`config.mk`:
```
export PLATFORM = sky130hd
export DESIGN_NAME = tod_mux_n
export DESIGN_NICKNAME = d
export VERILOG_FILES = /design/src/rtl/tod_mux_n.sv
export SDC_FILE = /design/constraint.sdc
export NUM_CORES = 1
export LEC_CHECK = 0
export ABC_AREA = 0
export BUFFER_PORTS_ARGS = -buffer_cell sky130_fd_sc_hd__buf_2
export CORE_AREA = 2 2 228 230
export CTS_CLUSTER_DIAMETER = 30
export CTS_CLUSTER_SIZE = 8
export DETAILED_ROUTE_END_ITERATION = 10
export DIE_AREA = 0 0 230 232
export GPL_ROUTABILITY_DRIVEN = 0
export PLACE_DENSITY = 0.42
export SETUP_SLACK_MARGIN = 0.4
export SYNTH_ARGS = -nofsm -noshare
export SYNTH_HDL_FRONTEND = slang
export SYNTH_SLANG_ARGS = --single-unit
```
`constraint.sdc`:
```
create_clock -name clk -period 2.3 [get_ports clk]
set_input_delay 0.23 -clock clk [delete_from_list [all_inputs] [get_ports clk]]
set_output_delay 0.23 -clock clk [all_outputs]
set_load 0.01 [all_outputs]
```
`src/rtl/tod_mux_n.sv`:
```
// Registered N-source ToD selector with blanked, re-qualified switchover.
// Define TOD_MUX_SWITCH_CNT_EN to add the saturating switch_cnt output.
module tod_mux_n #(
  parameter int NUM_SRC     = 2,
  parameter int TOD_W       = 96,
  parameter int SEL_W       = 3,
  parameter int DEFAULT_SEL = 0,
  parameter int BLANK_CYC   = 4
) (
  input  logic                     clk,
  input  logic                     rst,
  input  logic [NUM_SRC*TOD_W-1:0] tx_tod_in,
  input  logic [NUM_SRC*TOD_W-1:0] rx_tod_in,
  input  logic [NUM_SRC-1:0]       src_valid,
  input  logic [SEL_W-1:0]         sel_req,
  input  logic                     sel_req_valid,
  output logic [TOD_W-1:0]         tx_tod_out,
  output logic [TOD_W-1:0]         rx_tod_out,
  output logic                     tod_valid_out,
  output logic [SEL_W-1:0]         sel_active,
  output logic                     switch_busy,
  output logic                     switch_done,
  output logic                     sel_err
`ifdef TOD_MUX_SWITCH_CNT_EN
  ,
  output logic [15:0]              switch_cnt
`endif
);

  localparam int NPAD = 2 ** SEL_W;
  localparam logic [SEL_W:0]   NSRC  = (SEL_W + 1)'(NUM_SRC);
  localparam logic [SEL_W-1:0] DSEL  = SEL_W'(DEFAULT_SEL);
  localparam logic [7:0]       BLOAD = 8'(BLANK_CYC - 1);

  typedef enum logic [1:0] {
    ACTIVE,
    BLANK,
    QUAL
  } state_e;

  state_e            state_q, state_d;
  logic [SEL_W-1:0]  sel_q, sel_d;
  logic [TOD_W-1:0]  tx_q, tx_d;
  logic [TOD_W-1:0]  rx_q, rx_d;
  logic              vld_q, vld_d;
  logic              busy_q, busy_d;
  logic              done_q, done_d;
  logic              err_q, err_d;
  logic [7:0]        cnt_q, cnt_d;
  logic              fin;

  // Pad sources to a power of two so sel indexes without width mismatch
  logic [TOD_W-1:0]  tx_src [NPAD];
  logic [TOD_W-1:0]  rx_src [NPAD];
  logic [NPAD-1:0]   vld_pad;

  for (genvar k = 0; k < NPAD; k++) begin : g_src
    if (k < NUM_SRC) begin : g_on
      assign tx_src[k]  = tx_tod_in[k*TOD_W +: TOD_W];
      assign rx_src[k]  = rx_tod_in[k*TOD_W +: TOD_W];
      assign vld_pad[k] = src_valid[k];
    end else begin : g_off
      assign tx_src[k]  = '0;
      assign rx_src[k]  = '0;
      assign vld_pad[k] = 1'b0;
    end
  end

  logic cur_vld;
  logic req_bad;
  logic req_same;

  assign cur_vld  = vld_pad[sel_q];
  assign req_bad  = {1'b0, sel_req} >= NSRC;
  assign req_same = sel_req == sel_q;

  always_comb begin
    state_d = state_q;
    sel_d   = sel_q;
    tx_d    = tx_q;
    rx_d    = rx_q;
    vld_d   = vld_q;
    busy_d  = busy_q;
    done_d  = 1'b0;
    err_d   = 1'b0;
    cnt_d   = cnt_q;
    fin     = 1'b0;

    if (state_q != BLANK) begin
      tx_d = tx_src[sel_q];
      rx_d = rx_src[sel_q];
    end

    unique case (state_q)
      ACTIVE: begin
        vld_d = cur_vld;
        if (!cur_vld) state_d = QUAL;
      end
      BLANK: begin
        vld_d = 1'b0;
        if (cnt_q == 8'd0) state_d = QUAL;
        else               cnt_d   = cnt_q - 8'd1;
      end
      QUAL: begin
        vld_d = cur_vld;
        if (cur_vld) begin
          state_d = ACTIVE;
          if (busy_q) begin
            fin    = 1'b1;
            done_d = 1'b1;
            busy_d = 1'b0;
          end
        end
      end
      default: begin
        state_d = QUAL;
        vld_d   = 1'b0;
      end
    endcase

    // A busy switch is never disturbed; same-index requests just acknowledge
    if (sel_req_valid) begin
      if (req_bad || busy_q) begin
        err_d = 1'b1;
      end else if (req_same) begin
        done_d = 1'b1;
      end else begin
        sel_d   = sel_req;
        cnt_d   = BLOAD;
        busy_d  = 1'b1;
        vld_d   = 1'b0;
        state_d = BLANK;
      end
    end
  end

  always_ff @(posedge clk) begin
    if (rst) begin
      state_q <= QUAL;
      sel_q   <= DSEL;
      tx_q    <= '0;
      rx_q    <= '0;
      vld_q   <= 1'b0;
      busy_q  <= 1'b0;
      done_q  <= 1'b0;
      err_q   <= 1'b0;
      cnt_q   <= 8'd0;
    end else begin
      state_q <= state_d;
      sel_q   <= sel_d;
      tx_q    <= tx_d;
      rx_q    <= rx_d;
      vld_q   <= vld_d;
      busy_q  <= busy_d;
      done_q  <= done_d;
      err_q   <= err_d;
      cnt_q   <= cnt_d;
    end
  end

`ifdef TOD_MUX_SWITCH_CNT_EN
  logic [15:0] swcnt_q, swcnt_d;

  always_comb begin
    swcnt_d = swcnt_q;
    if (fin && swcnt_q != 16'hFFFF) swcnt_d = swcnt_q + 16'd1;
  end

  always_ff @(posedge clk) begin
    if (rst) swcnt_q <= 16'd0;
    else     swcnt_q <= swcnt_d;
  end

  assign switch_cnt = swcnt_q;
`else
  logic unused_fin;
  assign unused_fin = fin;
`endif

  assign tx_tod_out    = tx_q;
  assign rx_tod_out    = rx_q;
  assign tod_valid_out = vld_q;
  assign sel_active    = sel_q;
  assign switch_busy   = busy_q;
  assign switch_done   = done_q;
  assign sel_err       = err_q;

endmodule
```
==> impl_metrics.csv <==
group,metric,value,unit
layout,fin_cells,2469,
floorplan,io_pins,591,
power_and_ir_drop,totalPowerFinal,13.92,mW
clocking,cts-buffers-inserted,61,
hold_path,hp-start,"rst",
critical_path,worstSetupEndpointType,"register",
place,place_area,13650,µm²
timing,clock_skew,0.008628,ns
place,port_buffers,590,
global_routing,grt-ovfl-total,0,
clocking,htreeDepth,2,
critical_path,arrival,2.24,ns
critical_path,reg2reg_depth,5,
drt,routedWlPerCell,15.40,µm
floorplan,dieArea,53360,µm²
timing,max_freq,0.5637,GHz
critical_path,rr_startpoint,"sel_active[0]",
synth,syn_inst,935,
clocking,clockBufferDepth,3,
run_status,status,"finished, final reports clean",
power_and_ir_drop,ir_worst_vdd,0.5049,mV
layout,final_cell_mix,"590 x buf_2, 208 x dfxtp_1, 202 x nor2_1, 199 x dlygate4sd3_1, 193 x mux2_2",
timing,rsz0062_at_grt,"no",
layout,antenna_cells,0,
hold_path,hold_end,"tx_tod_out[28]",
timing,relSlewSlack,69.71,%
timing,fin_ws,0.5261,ns
synth,avgSynthCellArea,10.62,µm²
drt,drc,0,
global_routing,met3_usage,3.549,%
global_routing,grt_pass1_wl,57.08,mm
layout,nets,2134,
drt,ant_nets,0,
clocking,cts_root_buf,"clkbuf_16",
synth,seq_area_frac_synth,42.15,%
global_routing,grt_pass1_vias,10714,
clocking,cts_sinks,209,
drt,num_vias,10314,
synth,synth_edf_count,0,
critical_path,cp.required,2.76,ns
hold_path,min_path_cells,2,
critical_path,r2r_setup_slack,0.53,ns
place,dpl_worst_slack,0.6628,ns
synth,ys.flop_type,"dfxtp_1",
layout,layout_commonest_cell,"buf_2",
global_routing,grt_max_degree,73,
run,drv_cap,0,
timing,hold_slack,0.02841,ns
synth,synth_area,9927,µm²
floorplan,coreArea,50890,µm²
timing,finalSetupViolCount,0,
layout,drive_gt1_share,56.96,%
global_routing,grt_util_met2,24.82,%
layout,synthToLayoutAreaGrowth,78.52,%
drt,detail_route.wirelength,38.02,mm
global_routing,track_usage,13.48,%
drt,dr.pass1.iters,6,
critical_path,regToRegEndpoint,"tx_tod_out[45]",
floorplan,die_x,230,µm
global_routing,busiest_layer,"met2",
critical_path,cp_max_fo,6,
power_and_ir_drop,powerDensity,785.6,nW/µm²
synth,syn_nets,1329,
drt,first_iter_violations,277,
synth,ys_types,38,
drt,via_per_inst,4.177,
clocking,clock_latency,0.58,ns
clocking,cts_tree,"done",
floorplan,rows,83,
timing,fin_crit,1.774,ns
layout,fin_area,17720,µm²
timing,hold_viol_final,0,
timing,tightest_slew,0.4534,ns
timing,drv_slew,0,
critical_path,start_kind,"register",
critical_path,path_class,"register to register",
power_and_ir_drop,p_leak,8.303,nW
global_routing,use_met1,14.29,%
synth,async_flop_share,0,%
synth,ys_seq_elements,209,
global_routing,antenna_found_initial,1,
clocking,path_clk_slew,0.04,ns
synth,ys_warn_count,0,
floorplan,start_util,19.51,%
hold_path,min_path_type,"input port to register",
layout,fin_util,34.83,%
place,dpl.cell_count,2154,
place,post-dp-hpwl,26.02,mm
timing,period_share,77.13,%
timing,fin_tns_setup,0,ns
floorplan,die_h,232,µm
-- cells in the mapped netlist (all sizes together) (2+ instances only) --
| library cell | n | area share, % |
|---|---|---|
| ha | 2 | 0.25 |
| a21oi | 5 | 0.33 |
| a22oi | 192 | 19 |
| nor2 | 202 | 7.6 |
| mux2 | 193 | 22 |
| nor4 | 3 | 0.34 |
| nand2 | 3 | 0.11 |
| clkbuf | 25 | 1.1 |
| xor2 | 7 | 0.62 |
| or4 | 2 | 0.15 |
| dfxtp | 209 | 42 |
| nand3 | 2 | 0.10 |
| xnor2 | 2 | 0.18 |
| mux2i | 2 | 0.20 |
| nor3b | 2 | 0.15 |
| o31ai | 2 | 0.29 |
| nor3 | 4 | 0.32 |
| buf | 62 | 3.9 |
| inv | 3 | 0.11 |
| and2 | 3 | 0.19 |
| nor2b | 2 | 0.13 |
-- power breakdown --
| group | total, mW | leakage, nW | switching [mW] | internal (mW) |
|---|---|---|---|---|
| logic | 1.79 | 5.58 | 0.756 | 1.04 |
| clock network | 8.13 | 0.983 | 2.40 | 5.73 |
| registers | 4.00 | 1.74 | 0.132 | 3.87 |
-- cells by family after synthesis --
kind of cell | after synthesis | synth area share (%)
XOR/XNOR | 9 | 0.7941
buffers and inverters | 90 | 5.193
flip-flops | 209 | 42.15
AND/OR/NAND/NOR | 226 | 9.491
multiplexers | 195 | 22.09
adder cells (fa/ha/maj) | 2 | 0.2520
AO/OA/AOI/OAI | 204 | 20.03
-- metal layers --
metal,vias to the layer above,part of all wire (%)
li1,5016,-
met1,4803,38
met2,402,51
met3,93,6.7
met4,0,3.8
met5,-,0
-- repair_timing --
action,4_1_cts,5_1_grt
setup buffers,0,4
endpoints found under the setup margin,0,7
endpoints found under the hold margin,114,0
resized for setup,0,1
hold buffers,199,0
-- worst max path at each step --
stage,start,endpoint,cells past startpoint
after floorplan,sel_active[0],rx_tod_out[58],6
after global placement,sel_active[2],state_q[0],4
after detailed placement,state_q[0],rx_tod_out[37],5
after CTS,sel_active[0],tx_tod_out[41],5
after global routing,sel_active[0],tx_tod_out[42],5
final,sel_active[0],tx_tod_out[45],5
-- final cells by class --
cell class,count,area (µm²)
clock inverters,23,264.0
flip-flops and latches,209,4188
inverters,3,11.26
clock buffers,89,1783
well taps,680,850.8
fillers,5132,33160
repair buffers,829,5390
multi-input cells,636,5235
-- state kept, by name, summed over array words and instances, names as in the netlist --
signal	flops
switch_busy	1
rx_tod_out	96
cnt_q	8
sel_active	3
switch_done	1
state_q	2
tod_valid_out	1
sel_err	1
tx_tod_out	96
-- worst max-delay path, stage by stage (launching register included) --
cell	delay (ns)
dfxtp_4	0.39
buf_4	0.17
mux2_2	0.34
dlygate4sd3_1	0.57
a22oi_2	0.14
nor2_1	0.06
Power figures use the tool's default switching activity.
